--- config.mk ---
export PLATFORM = sky130hd
export DESIGN_NAME = bp_be_spec_queue
export DESIGN_NICKNAME = d
export VERILOG_FILES = /design/src/rtl/bp_be_spec_queue.sv
export SDC_FILE = /design/constraint.sdc
export NUM_CORES = 1
export LEC_CHECK = 0
export BUFFER_PORTS_ARGS = -buffer_cell sky130_fd_sc_hd__buf_2
export CORE_AREA = 2 2 196 198
export CTS_CLUSTER_SIZE = 40
export DETAILED_ROUTE_END_ITERATION = 10
export DIE_AREA = 0 0 198 200
export PLACE_DENSITY = 0.75
export SLEW_MARGIN = 40
export SYNTH_ARGS = -nofsm -noshare
export SYNTH_HDL_FRONTEND = slang
export SYNTH_SLANG_ARGS = --single-unit
--- constraint.sdc ---
create_clock -name clk_i -period 5.8 [get_ports clk_i]
set_input_delay 0.58 -clock clk_i [delete_from_list [all_inputs] [get_ports clk_i]]
set_output_delay 0.58 -clock clk_i [all_outputs]
set_load 0.005 [all_outputs]
--- src/rtl/bp_be_spec_queue.sv ---
// bp_be_spec_queue
// FIFO with speculative reads. Reading an entry (yumi_i) does not free its
// slot. The slot is freed only when the read is committed (deq_i). roll_i
// rewinds the speculative read pointer to the committed one, so the consumer
// can replay entries it has read but not yet committed.
//
// Ports
//   clk_i    : clock; all state changes on the rising edge
//   reset_i  : asynchronous, active-high reset
//   clr_i    : synchronous flush of all entries
//   data_i   : enqueue data
//   v_i      : enqueue valid; ignored while ready_o is low
//   ready_o  : a free slot is available (from registered state only)
//   data_o   : entry at the speculative read pointer
//   v_o      : data_o holds an entry that has not been read yet
//   yumi_i   : consumer takes data_o (speculative read)
//   deq_i    : commit the oldest read entry and free its slot
//   roll_i   : rewind the speculative read pointer to the committed pointer
//   full_o   : no free slots
//   empty_o  : no entries held, committed or not
//   count_o  : entries held (wptr - cptr)
module bp_be_spec_queue #(
  parameter int width_p = 64,
  parameter int els_p   = 8,
  localparam int ptr_width_lp = $clog2(els_p) + 1
) (
  input  logic                    clk_i,
  input  logic                    reset_i,
  input  logic                    clr_i,
  input  logic [width_p-1:0]      data_i,
  input  logic                    v_i,
  output logic                    ready_o,
  output logic [width_p-1:0]      data_o,
  output logic                    v_o,
  input  logic                    yumi_i,
  input  logic                    deq_i,
  input  logic                    roll_i,
  output logic                    full_o,
  output logic                    empty_o,
  output logic [ptr_width_lp-1:0] count_o
);

  localparam int idx_width_lp = ptr_width_lp - 1;

  logic [ptr_width_lp-1:0] wptr, rptr, cptr;
  logic [ptr_width_lp-1:0] wptr_n, rptr_n, cptr_n;
  logic [width_p-1:0]      mem [els_p];
  logic                    enq;

  // Each pointer has one more bit than the slot index needs. The extra bit
  // tells a full queue apart from an empty one when the slot indices match.
  // The pointers wrap on their own because els_p is a power of two.
  assign full_o  = (wptr[ptr_width_lp-1] != cptr[ptr_width_lp-1]) &&
                   (wptr[idx_width_lp-1:0] == cptr[idx_width_lp-1:0]);
  assign empty_o = (wptr == cptr);
  assign ready_o = ~full_o;
  assign count_o = wptr - cptr;
  assign v_o     = (rptr != wptr);
  assign data_o  = mem[rptr[idx_width_lp-1:0]];

  assign enq = v_i & ready_o;

  always_comb begin
    wptr_n = wptr + ptr_width_lp'(enq);
    cptr_n = cptr + ptr_width_lp'(deq_i);
    // A roll lands on the committed pointer as it will be after this edge,
    // so a deq_i in the same cycle is included in the rewind.
    rptr_n = roll_i ? cptr_n : (rptr + ptr_width_lp'(yumi_i));
    if (clr_i) begin
      wptr_n = '0;
      rptr_n = '0;
      cptr_n = '0;
    end
  end

  always_ff @(posedge clk_i or posedge reset_i) begin
    if (reset_i) begin
      wptr <= '0;
      rptr <= '0;
      cptr <= '0;
    end else begin
      wptr <= wptr_n;
      rptr <= rptr_n;
      cptr <= cptr_n;
    end
  end

  // The storage is not reset. An entry is visible only through the pointers.
  always_ff @(posedge clk_i) begin
    if (enq && !clr_i)
      mem[wptr[idx_width_lp-1:0]] <= data_i;
  end

`ifndef SYNTHESIS
  a_legal_yumi: assert property (@(posedge clk_i) disable iff (reset_i)
    yumi_i |-> v_o)
    else $error("yumi_i asserted with v_o low");
  a_legal_deq: assert property (@(posedge clk_i) disable iff (reset_i)
    deq_i |-> (cptr != rptr))
    else $error("deq_i asserted with nothing read");
`endif

endmodule

==> impl_results.md <==
- Placer's final routability congestion estimate: 0.758
- Number of max-cap violations: 0
- Yosys cell types: 30
- DRC: 0
- Clk_lat worst skew: 0.56 ns
- Highest-delay cell along the critical path: dfrtp_4
- Die W: 198 um
- Max IR drop VDD: 0.271 mV
- Pint: 6.44 mW
- Area contributors post-synth: edfxtp_1, mux4_2, mux2_2
- Synthesized netlist cell count: 827
- Yosys reg bits: 524
- Total number of vias: 8817
- Setup WS post-layout: 2.31 ns
- HP Start: data_i[40]
- Root buffer cell: clkbuf_16
- H-tree depth: 2
- Clk buf depth: 3
- Yosys top cell area share: 0.768
- Status: finished clean
- Clock power share: 0.396
- Largest area contributor in the netlist: edfxtp_1
- Worst-path cell chain: buf_4 > mux4_2 > mux2_2 > buf_2
- Synth Area in Compound Gates: 0.00194
- CORE AREA: 37400 um2
- Main combinational cell family by area after synthesis: multiplexers
- Place WS: 2.48 ns
- Actual slew at the worst max-slew pin: 0.848 ns
- Cell Rows: 71
- Reg2reg setup slack: 2.64 ns
- Crit start category: register
- Post-Synth Adder-Cell Area: 0.00662
- Worst-path clk slew: 0.06 ns
- Die Y-Extent: 200 um
- Mux cell area share after synthesis: 0.181
- Hold crit path type: in -> reg
- Final Net Count: 1084
- Vias in the first global route: 9183
- Top fanout value on the critical path: 33
- Worst r2r src: wptr[2]$_DFF_PP0_
- All-Layer GR Usage: 0.194
- Max Fclk: 0.287 GHz
- Final Skew: 0.0110 ns
- WL final: 37.2 mm
- Avg Vias per Cell: 5.67
- Simple-gate share of the synthesized area: 0.00831
- Final period util: 0.601
- Post-synthesis average cell area: 24.2 um2
- DR iter-0 viols: 680
- Aggregate global routing overflow: 0
- Psw: 1.67 mW
- Max Slew Vio Count: 0
- Lkg Pwr: 7.41 nW
- CP required: 5.22 ns
- First-pass GRT wire length: 56.3 mm
- Full die area: 39600 um2
- CP peak stage delay: 0.67 ns
- Hold path depth: 1
- Hpwl dp: 20.3 mm
- R2R Path End: mem[2][21]$_DFFE_PP_
- Crit. End Element: output port
- Largest net degree at the start of global routing: 81
- Port Buffers: 142
- CTS Buf Count: 51
- Antenna-violating nets left: 0
- Net Sw Frac: 0.206
- I/O Pins: 143
- CTS tree: yes
- Rel. slew slack: 0.435
- Synth Cell Area: 20000 um2
- Power density over the cells: 353 nW/um2
- Starting Density: 0.535
- Register area share after synthesis: 0.783
- Hold Vio Cnt, Final: 0
- Xor-xnor portion of the synthesized cell area: 0.00569
- Hold EP: mem[7][40]$_DFFE_PP_
- Post-DR wirelength/cell: 23.9 um
- RSZ-0062 raised after global routing: no
- Comb pwr share: 0.078
- P&R area growth vs syn: 14.9%
- Yosys warnings: 0
- Critical path class: reg -> out
- Share of layout cells above drive strength 1: 0.416
- Initial antenna violation count: 1
- Pwr Total: 8.11 mW
- Worst r2r path cells: 6
- Number of setup violations in the final report: 0
- Most frequent cells in the layout: edfxtp_1, buf_2, mux4_2, mux2_2, clkbuf_16
- Arr. time, crit path: 2.91 ns
- Tmin final: 3.49 ns
- Commonest non-fill, non-tap cell in the layout: edfxtp_1
- Clk sinks: 524
- DR pass1 iterations: 5
- Seq pwr share: 0.525
- Syn nets: 908
state kept, by name (all words and copies together) (netlist names):
signal and cells:
mem 512, cptr 4, rptr 4, wptr 4
how the worst max path moves through the flow:
stage | start | end | slack [ns] | cells past startpoint
2_1_floorplan | wptr[1]$_DFF_PP0_ | mem[0][0]$_DFFE_PP_ | -0.29 | 4
3_3_place_gp | wptr[2]$_DFF_PP0_ | mem[2][12]$_DFFE_PP_ | 2.59 | 6
3_5_place_dp | wptr[2]$_DFF_PP0_ | mem[2][5]$_DFFE_PP_ | 2.48 | 6
4_1_cts | rptr[0]$_DFF_PP0_ | data_o[42] | 2.21 | 4
5_1_grt | rptr[0]$_DFF_PP0_ | data_o[47] | 2.10 | 4
6_report | rptr[0]$_DFF_PP0_ | data_o[45] | 2.31 | 4
metal layers:
| layer | vias up | part of all wire | global-route usage |
|---|---|---|---|
| met5 | - | 0.00035 | 0 |
| met4 | 2 | 0.016 | 0.0443 |
| met3 | 45 | 0.054 | 0.0381 |
| met2 | 214 | 0.52 | 0.330 |
| met1 | 4693 | 0.41 | 0.264 |
| li1 | 3863 | - | - |
worst max-delay path: cells and delay by family (launching register included):
| family | cells | cell delay, ns |
|---|---|---|
| buf+inv | 2 | 0.77 |
| flops | 1 | 0.67 |
| mux | 2 | 0.87 |
cells in the mapped netlist:
| library cell | n |
|---|---|
| a211oi_1 | 1 |
| mux2_2 | 64 |
| xor2_1 | 5 |
| inv_1 | 8 |
| a21oi_1 | 1 |
| nor3_1 | 4 |
| nand2_1 | 2 |
| buf_6 | 11 |
| nand3_1 | 4 |
| o2bb2ai_1 | 1 |
| edfxtp_1 | 512 |
| clkbuf_1 | 12 |
| dfrtp_1 | 12 |
| o211ai_1 | 1 |
| and4_1 | 1 |
| mux2i_1 | 2 |
| nand4_1 | 1 |
| fa_1 | 1 |
| buf_4 | 2 |
| o21ai_0 | 2 |
| nor2_1 | 14 |
| or3_1 | 2 |
| nor2b_1 | 4 |
| mux4_2 | 128 |
| ha_1 | 9 |
| buf_2 | 7 |
| buf_1 | 6 |
| nand2b_1 | 1 |
| nand3b_1 | 1 |
| xnor2_1 | 8 |
cell type report:
class,count,area [um2]
flip-flops and latches,524,15700
multi-input cells,257,4130
diodes,1,2.50
repair buffers,161,890
clock buffers,64,1330
inverters,8,30.0
well taps,511,639
clock inverters,30,309
fillers,2558,14400
power by group through the flow:
stage | clock [mW] | sequential (mW) | combinational, mW
final | 3.22 | 4.26 | 0.636
after global routing | 3.43 | 4.27 | 0.697
after CTS | 3.29 | 4.26 | 0.653
after detailed placement | 0 | 4.34 | 0.648
after global placement | 0 | 4.34 | 0.638
after floorplan | 0 | 4.31 | 0.443
cell families after synthesis:
kind of cell / after synthesis
compound gates: 6
simple gates: 34
flops: 524
mux: 194
buf+inv: 46
xor+xnor: 13
fa+ha+maj: 10
metrics by stage:
step / TNS (ns) / hold WS, ns / utilization / area, um2 / instances
2_1_floorplan: -74.07 / 0.445 / - / 20000 / 827
3_3_place_gp: 0 / 0.562 / 0.571 / 21300 / 1459
3_5_place_dp: 0 / 0.571 / 0.571 / 21400 / 1459
4_1_cts: 0 / 0.253 / 0.615 / 23000 / 1554
5_1_grt: 0 / 0.270 / 0.615 / 23000 / 1555
6_report: 0 / 0.281 / 0.615 / 23000 / 1556
timing repair:
item                                   4_1_cts  5_1_grt
hold buffers                                 1        0
gates resized for setup                      0        0
endpoints found under the hold margin       11        0
buffers inserted                             0        0
(Power assumes the default switching activity.)
